--- src/rtl/chan_512_packet_capture_ctrl.sv ---
`default_nettype none
// ============================================================================
// chan_512_packet_capture_ctrl : frame-aligned ping-pong capture sequencer
// Optional feature macro: CAPTURE_CTRL_DROP_CNT_EN (dropped-frame counter)
// Revision: 1.0
// ============================================================================
module chan_512_packet_capture_ctrl #(
  parameter int DATA_W    = 32,
  parameter int FRAME_LEN = 512,
  parameter int ADDR_W    = 10
) (
  input  logic              user_clk,
  input  logic              user_rst,
  input  logic [31:0]       start_reg,
  input  logic              sync_in,
  input  logic              data_valid,
  input  logic [DATA_W-1:0] data_in,
  output logic              buf_we,
  output logic [ADDR_W-1:0] buf_addr,
  output logic [DATA_W-1:0] buf_din,
  output logic [1:0]        half_ready,
  input  logic [1:0]        half_ack,
  output logic              busy,
  output logic              sync_err,
  output logic [31:0]       status
);

  localparam int CH_W = $clog2(FRAME_LEN);
  localparam logic [CH_W-1:0] LAST_CH = CH_W'(FRAME_LEN - 1);

  typedef enum logic [1:0] {
    IDLE      = 2'd0,
    WAIT_SYNC = 2'd1,
    FILL      = 2'd2
  } state_t;

  state_t              state_q, state_d;
  logic                run_q, run_d;
  logic                h_q, h_d;
  logic [CH_W-1:0]     ch_q, ch_d;
  logic                buf_we_q, buf_we_d;
  logic [ADDR_W-1:0]   buf_addr_q, buf_addr_d;
  logic [DATA_W-1:0]   buf_din_q, buf_din_d;
  logic [1:0]          half_ready_q, half_ready_d;
  logic                sync_err_q, sync_err_d;
  logic [15:0]         frame_cnt_q, frame_cnt_d;
  logic [15:0]         drop_cnt;

  logic                run_rise;
  logic                sync_hit;
  logic                clr;
  logic [1:0]          set_mask;
  logic                frame_inc;
  logic                drop_inc;
  logic                err_set;
  logic                unused_start_bits;

  assign run_rise          = start_reg[0] & ~run_q;
  assign sync_hit          = sync_in & data_valid;
  assign clr               = start_reg[1];
  assign unused_start_bits = ^start_reg[31:2];

  always_comb begin
    state_d    = state_q;
    h_d        = h_q;
    ch_d       = ch_q;
    buf_we_d   = 1'b0;
    buf_addr_d = buf_addr_q;
    buf_din_d  = buf_din_q;
    set_mask   = 2'b00;
    frame_inc  = 1'b0;
    drop_inc   = 1'b0;
    err_set    = 1'b0;
    run_d      = start_reg[0];

    case (state_q)
      IDLE: begin
        if (run_rise) begin
          state_d = WAIT_SYNC;
        end
      end

      WAIT_SYNC: begin
        if (!start_reg[0]) begin
          state_d = IDLE;
        end else if (sync_hit) begin
          if (!half_ready_q[h_q]) begin
            buf_we_d   = 1'b1;
            buf_addr_d = {h_q, {CH_W{1'b0}}};
            buf_din_d  = data_in;
            ch_d       = CH_W'(1);
            state_d    = FILL;
          end else begin
            drop_inc = 1'b1;
          end
        end
      end

      FILL: begin
        if (data_valid) begin
          buf_we_d  = 1'b1;
          buf_din_d = data_in;
          if (sync_in && (ch_q != '0)) begin
            // Unexpected sync: restart the frame in the same half.
            err_set    = 1'b1;
            buf_addr_d = {h_q, {CH_W{1'b0}}};
            ch_d       = CH_W'(1);
          end else begin
            buf_addr_d = {h_q, ch_q};
            if (ch_q == LAST_CH) begin
              set_mask[h_q] = 1'b1;
              h_d           = ~h_q;
              ch_d          = '0;
              frame_inc     = 1'b1;
              state_d       = start_reg[0] ? WAIT_SYNC : IDLE;
            end else begin
              ch_d = ch_q + CH_W'(1);
            end
          end
        end
      end

      default: begin
        state_d = IDLE;
      end
    endcase

    // Set takes priority over an ack landing on the same half.
    half_ready_d = (half_ready_q & ~half_ack) | set_mask;

    if (clr) begin
      frame_cnt_d = 16'd0;
      sync_err_d  = 1'b0;
    end else begin
      frame_cnt_d = frame_cnt_q + {15'd0, frame_inc};
      sync_err_d  = sync_err_q | err_set;
    end
  end

  always_ff @(posedge user_clk) begin
    if (user_rst) begin
      state_q      <= IDLE;
      run_q        <= 1'b0;
      h_q          <= 1'b0;
      ch_q         <= '0;
      buf_we_q     <= 1'b0;
      buf_addr_q   <= '0;
      buf_din_q    <= '0;
      half_ready_q <= 2'b00;
      sync_err_q   <= 1'b0;
      frame_cnt_q  <= 16'd0;
    end else begin
      state_q      <= state_d;
      run_q        <= run_d;
      h_q          <= h_d;
      ch_q         <= ch_d;
      buf_we_q     <= buf_we_d;
      buf_addr_q   <= buf_addr_d;
      buf_din_q    <= buf_din_d;
      half_ready_q <= half_ready_d;
      sync_err_q   <= sync_err_d;
      frame_cnt_q  <= frame_cnt_d;
    end
  end

`ifdef CAPTURE_CTRL_DROP_CNT_EN
  logic [15:0] drop_cnt_q, drop_cnt_d;

  always_comb begin
    drop_cnt_d = drop_cnt_q;
    if (clr) begin
      drop_cnt_d = 16'd0;
    end else if (drop_inc && (drop_cnt_q != 16'hFFFF)) begin
      drop_cnt_d = drop_cnt_q + 16'd1;
    end
  end

  always_ff @(posedge user_clk) begin
    if (user_rst) begin
      drop_cnt_q <= 16'd0;
    end else begin
      drop_cnt_q <= drop_cnt_d;
    end
  end

  assign drop_cnt = drop_cnt_q;
`else
  logic unused_drop_inc;
  assign unused_drop_inc = drop_inc;
  assign drop_cnt        = 16'd0;
`endif

  assign buf_we     = buf_we_q;
  assign buf_addr   = buf_addr_q;
  assign buf_din    = buf_din_q;
  assign half_ready = half_ready_q;
  assign busy       = (state_q != IDLE);
  assign sync_err   = sync_err_q;
  assign status     = {drop_cnt, frame_cnt_q};

endmodule
`default_nettype wire
--- config.mk ---
export PLATFORM = sky130hd
export DESIGN_NAME = chan_512_packet_capture_ctrl
export DESIGN_NICKNAME = d
export VERILOG_FILES = /design/src/rtl/chan_512_packet_capture_ctrl.sv
export SDC_FILE = /design/constraint.sdc
export NUM_CORES = 1
export LEC_CHECK = 0
export CAP_MARGIN = 15
export CORE_ASPECT_RATIO = 1.25
export CORE_UTILIZATION = 25
export CTS_BUF_LIST = sky130_fd_sc_hd__clkbuf_8 sky130_fd_sc_hd__clkbuf_16
export DETAILED_ROUTE_END_ITERATION = 16
export HOLD_SLACK_MARGIN = 0.05
export PLACE_DENSITY_LB_ADDON = 0.25
export SETUP_SLACK_MARGIN = 0.02
export SYNTH_ARGS = -nofsm -noshare
export SYNTH_HDL_FRONTEND = slang
export SYNTH_SLANG_ARGS = --single-unit
--- constraint.sdc ---
create_clock -name user_clk -period 3.33 [get_ports user_clk]
set_clock_uncertainty 0.2 [all_clocks]
set_input_delay 0.999 -clock user_clk [delete_from_list [all_inputs] [get_ports user_clk]]
set_output_delay 0.999 -clock user_clk [all_outputs]
set_load 0.03 [all_outputs]
==> results.json <==
{
  "required_ns": 3.40,
  "vias": 3069,
  "multi_input_area_mm2": 0.00161,
  "crit_path_max_fanout": 5,
  "hold_viol_final": 0,
  "die_area_mm2": 0.0136,
  "avgSynthCellArea_um2": 8.19,
  "hold-path-endpoint": "buf_din[25]",
  "finalSetupTns_ns": 0,
  "startpoint_type": "flip-flop",
  "cts_max_level": 3,
  "final_util_pct": 37.7,
  "ant_nets": 0,
  "cp_slowest_stage_delay_ns": 0.41,
  "antenna_found_initial": 0,
  "min_path_cells": 2,
  "worst_path_max_delay_cell": "dfxtp_1",
  "synth-adder-area-share_pct": 3.42,
  "synth_area_mm2": 0.00329,
  "grt_pass1_vias": 2746,
  "die_w_um": 105,
  "fmax_mhz": 333,
  "cts_num_sinks": 75,
  "port_buffers": 102,
  "ys_async_sr_fraction_pct": 0,
  "placed_area_mm2": 0.00448,
  "cts_tree": "built",
  "synth_edf_count": 0,
  "synth-simple-area-share_pct": 25.1,
  "ctsHoldBuffers": 0,
  "worstReg2RegStart": "ch_q[0]",
  "synth_flop_cell": "dfxtp_1",
  "dp.cells": 660,
  "max_cap_violations": 0,
  "ys_ff_latch": 75,
  "finalSetupViolCount": 0,
  "rows": 46,
  "reg2reg_depth": 13,
  "status": "complete, no violations",
  "regArea_mm2": 0.00150,
  "synth-compound-area-share_pct": 14.8,
  "yosysUniqueCellTypes": 46,
  "grt_pass1_wl_mm": 14.2,
  "dr.pass1.iters": 6,
  "cpMostUsedCell": "ha_1",
  "ctsResizeCount": 0,
  "arrival_ns": 3.07,
  "grt_max_degree": 51,
  "muxShareOfSynthArea_pct": 0.342,
  "p_per_area_mw_per_mm2": 511,
  "synth_top_family_by_area": "simple AND/OR/NAND/NOR gates",
  "r2r_end": "frame_cnt_q[14]",
  "synthXorXnorAreaFrac_pct": 2.66,
  "p_leak_nw": 1.65,
  "seq_area_frac_synth_pct": 45.6,
  "numCtsBuffers": 9,
  "overflow": 0,
  "path_cells": "ha_1 > nand3_1 > nor3_2 > ha_2 > nand2_1 > nor2_1 > ha_1 > ha_1 > nand3_1 > buf_4 > nor2_1 > nand3b_1 > a21oi_1",
  "maxSlewViolCount": 0,
  "die_h_um": 130,
  "grt_util_all_layers_pct": 13.2,
  "worstHoldStart": "buf_din[25]",
  "hold_path.class": "flip-flop to flip-flop",
  "io_pins": 149,
  "post_cts_buffers": 0,
  "r2r_setup_slack_ns": 0.33,
  "crit_type": "flip-flop to flip-flop",
  "via_per_inst": 4.54,
  "irDropWorstVdd_uv": 227,
  "antenna_cells": 0,
  "wl_mm": 8.91,
  "netlist_instances": 402,
  "yosys_warnings": 0,
  "grt_setup_unrepaired": "false",
  "gp_congestion": 0.742,
  "clk_path_buf_depth": 2,
  "drt_iter0_markers": 142,
  "initial_core_util_pct": 25.8,
  "slew_headroom_pct": 37.1,
  "drcViolationCount": 0,
  "final_cell_area_mm2": 0.00482,
  "period_needed_ns": 3.00,
  "clock-root-buffer": "clkbuf_16",
  "fp.coreArea_mm2": 0.0128,
  "post-dp-hpwl_mm": 6.18,
  "worstSkewPairLatency_ns": 0.34,
  "routedWlPerCell_um": 13.2,
  "drive_above_1_share_pct": 7.87,
  "clk_pin_slew_ns": 0.06,
  "tightest_slew_ns": 0.943,
  "finalNonFillerCells": 676,
  "finalCritPeriodShare_pct": 90.1,
  "n_fill_cell": 1320,
  "final_nets": 582,
  "cp-end-kind": "flip-flop",
  "syn_to_final_growth_pct": 46.4
}
[cell usage in the layout, fill, tap and decap left out, types with 4 or more instances in the layout]
cell type / n
clkdlybuf4s50_1: 101
nand2_1: 95
dfxtp_1: 75
a21oi_1: 54
nand4_1: 25
nor2_1: 18
conb_1: 16
buf_4: 12
inv_1: 10
clkbuf_16: 9
ha_1: 8
nand3_1: 6
nor3_1: 5
or3_1: 5
xnor2_1: 5
xor2_1: 5
a31oi_1: 5
and2_1: 4
[cells by family after synthesis]
family | count (synthesis)
compound gates | 81
xor+xnor | 10
fa+ha+maj | 9
buf+inv | 49
flops | 75
mux | 1
other cells | 1
simple gates | 176
[flip-flops by register name, summed over array words and instances (netlist names)]
signal,count
sync_err,1
run_q,1
buf_we,1
frame_cnt_q,16
ch_q,9
half_ready,2
state_q,2
buf_addr,10
h_q,1
buf_din,32
[area by class of cell]
class	count	share of cell area, %
inverters	8	0.623
repair buffers	116	23.8
multi-input cells	293	33.4
flip-flops and latches	75	31.2
clock buffers	10	4.96
clock inverters	6	1.69
well taps	168	4.36
[worst max path at each step]
stage	startpoint	to	slack, ns	cells after the start
3_5_place_dp	data_valid	frame_cnt_q[15]	-0.08	9
3_3_place_gp	data_valid	frame_cnt_q[12]	-0.04	10
5_1_grt	ch_q[0]	frame_cnt_q[15]	0.07	11
2_1_floorplan	ch_q[0]	frame_cnt_q[15]	0.63	10
6_report	ch_q[0]	frame_cnt_q[14]	0.33	13
4_1_cts	ch_q[0]	frame_cnt_q[15]	0.18	11
[cells in the mapped netlist, drive strengths merged (2+ instances only)]
cell type | number | share of area, %
a31oi | 5 | 0.95
o41ai | 2 | 0.53
buf | 22 | 4.8
xnor2 | 5 | 1.3
o21a | 2 | 0.46
nand2b | 3 | 0.57
xor2 | 5 | 1.3
dfxtp | 75 | 46
o311ai | 2 | 0.53
nor4 | 2 | 0.38
inv | 8 | 0.91
o31ai | 3 | 0.68
ha | 9 | 3.4
nand4 | 25 | 4.8
nor2b | 2 | 0.38
and4 | 2 | 0.53
and3 | 2 | 0.38
a21oi | 54 | 8.2
nor3 | 6 | 0.91
nand2 | 95 | 11
and2 | 4 | 0.76
clkbuf | 19 | 2.2
or3 | 5 | 0.95
o2111ai | 2 | 0.53
or4 | 2 | 0.57
nor2 | 18 | 2.1
o21ai | 4 | 0.72
nand3 | 6 | 0.91
[critical path: cells and delay by family, from the launching register on]
family | cells | cell delay [ns]
simple gates | 7 | 1.11
fa+ha+maj | 4 | 0.85
flops | 1 | 0.41
buf+inv | 1 | 0.21
compound gates | 1 | 0.14
[metal layers]
metal / vias up / part of all wire (%) / track usage [%]
met2: 83 / 48 / 20.7
met3: 13 / 5.7 / 3.75
li1: 1567 / - / -
met4: 0 / 1.8 / 6.38
met5: - / 0 / 0
met1: 1406 / 44 / 16.8
[where the power goes]
group	switching [mW]	total (mW)	internal [mW]	leakage, nW
logic	0.267	0.445	0.178	0.884
registers	0.0240	0.959	0.935	0.605
clock network	0.384	1.06	0.671	0.165
total	0.676	2.46	1.78	1.65
[metrics by stage]
| stage | worst slack, ns | power (mW) | hold slack [ns] |
|---|---|---|---|
| after CTS | 0.177 | 2.49 | 0.254 |
| after global placement | -0.0375 | 1.42 | 0.239 |
| after floorplan | 0.634 | 1.26 | 0.263 |
| after global routing | 0.0664 | 2.58 | 0.265 |
| after detailed placement | -0.0753 | 1.43 | 0.246 |
| final | 0.329 | 2.46 | 0.249 |
Note: power is estimated with default switching activity, not from simulation.
==> edit, RTL diff (same settings) <==
Put a register stage on the output `status`, cleared by the reset. The value now appears one clock later. The other outputs are not delayed to match.
--- a/src/rtl/chan_512_packet_capture_ctrl.sv
+++ b/src/rtl/chan_512_packet_capture_ctrl.sv
@@ -196,7 +196,13 @@
   assign half_ready = half_ready_q;
   assign busy       = (state_q != IDLE);
   assign sync_err   = sync_err_q;
-  assign status     = {drop_cnt, frame_cnt_q};
+  always_ff @(posedge user_clk) begin
+    if (user_rst) begin
+      status <= '0;
+    end else begin
+      status <= {drop_cnt, frame_cnt_q};
+    end
+  end
 
 endmodule
 `default_nettype wire
Behaviour: no difference found for any inputs over 10 cycles, from zero or initial values and one cycle with user_rst high; that may be too few to reach the edited logic, so the function may still have changed.
==> edit against the original RTL <==
Die area up 15%. Maximum frequency rose by 0.77%. Synthesized area increased by 16%. Power grew 7.3%. Combinational power is 1% higher. Design area up 8.3%. Sequential cell count grew 16. Worst setup slack improved by 23 ps. Wire length grew 8.5%.
==> edit: results (changes against the original RTL) <==
Static power due to leakage: 1.808 nW (+9.3%). The final routed wire length divided by cell count works out to 13.49 um (+2.3%). The tools report the amount of wire on met3 after detailed routing as 528 um (+4.1%). The tools report the part of the Yosys area used for sequential elements as 47.82% (+2.2 points). The routed length on met2 was 4641 um (+8.1%); the average cell area after synthesis was 8.738 um2 (+6.8%). The number of nets in the final layout is 609 (+4.6%). The count of routing violations after the opening detailed-route iteration is 104 (-27%), and the critical path's largest stage delay is 660 ps (+250 ps). The slew of the pin with the lowest slew margin was 703.1 ps (-239.8 ps); the filler-free cell count of the finished design was 717 (+6.1%). The maximum fanout count along the critical path was 4 (-1); the HPWL after detailed placement was 6635 um (+7.3%).

The number of instances in the placed design was 701 (+6.2%). The logs give 12.80% (-0.44 points) for the total track usage and 410 ps (+80 ps) for the setup slack of the worst register-to-register path. The flow ran to the end, and the final reports show no timing, DRC or antenna violations.

Via count of the first global-routing pass: 3164 (+15%). By instance count, the cell type seen most on the critical path is inv_1. Final-layout fill cell count: 1567 (+19%). The worst register-to-register path ends at frame_cnt_q[15]. By count the netlist is led by nand2_1, dfxtp_1, a21oi_1.

For the data arrival time at the worst-slack endpoint, the log shows 1780 ps (-1290 ps). The run gives 53 (+15%) as the distinct cell type count of the synthesized netlist. The worst min-delay path startpoint is buf_din[14].

The worst reg2reg path depth came out at 12 (-1). The run gives 4242 um (+7.3%) as the met1 wire length. After synthesis, the cell types taking the most area are dfxtp_1, nand2_1, a21oi_1.

The tools report the wire length of the first global-routing pass as 15740 um (+11%). The family of cells with the greatest summed delay on the critical path is buffers and inverters.
==> edit: kinds of logic after synthesis <==
group,share of synthesized area (%)
fa+ha+maj,2.956
xor+xnor,2.989
other cells,0.09843
mux,0.6895
buf+inv,8.736
flops,47.82
simple gates,24.57
compound gates,12.15
==> edit: routing by layer <==
layer | global-route usage, % | vias up
met5 | 0 | -
met4 | 6.947 | 0
met3 | 4.068 | 15
met2 | 21.41 | 93
met1 | 14.47 | 1497
li1 | - | 1645
==> edit: worst register-to-register path: cells and delay by family (launching register included) <==
kind	cells	cell delay, ps
and+or+nand+nor	7	1220
adders and majority gates	3	670
DFF	1	510
AOI/OAI and AO/OA	1	150
buffers and inverters	1	100
==> edit: area by class of cell <==
cell class,count,area [um2],share of cell area (%)
repair buffers,112,1104,21.14
clock inverters,6,66.31,1.270
clock buffers,10,239.0,4.578
multi-input cells,306,1724,33.03
flip-flops and latches,91,1822,34.90
inverters,10,37.54,0.7191
well taps,182,227.7,4.362
==> edit: how the worst max path moves through the flow <==
stage	start	endpoint	slack [ps]
global placement	data_valid	frame_cnt_q[12]	110
global route	ch_q[0]	frame_cnt_q[12]	160
finish	state_q[0]	busy	350
detailed placement	data_valid	frame_cnt_q[12]	100
floorplan	ch_q[0]	frame_cnt_q[14]	570
CTS	state_q[0]	busy	340
==> edit: metrics by stage <==
stage               setup WS (ps)  total power, mW  cell area, um2  util (%)  hold slack (ps)
global placement            105.4            1.621            4915     32.87            237.6
floorplan                   573.3            1.467            3866         -            244.7
global route                162.3            2.767            5220     34.91            267.1
CTS                         337.8            2.679            5220     34.91            253.5
finish                      351.6            2.640            5220     34.91            246.6
detailed placement          95.92            1.630            4915     32.87            243.5
==> edit: power by group <==
group	total (mW)	internal, mW	switching [mW]
sequential	1.15	1.13	0.0262
combinational	0.451	0.174	0.277
clock	1.04	0.602	0.436
total	2.64	1.90	0.738
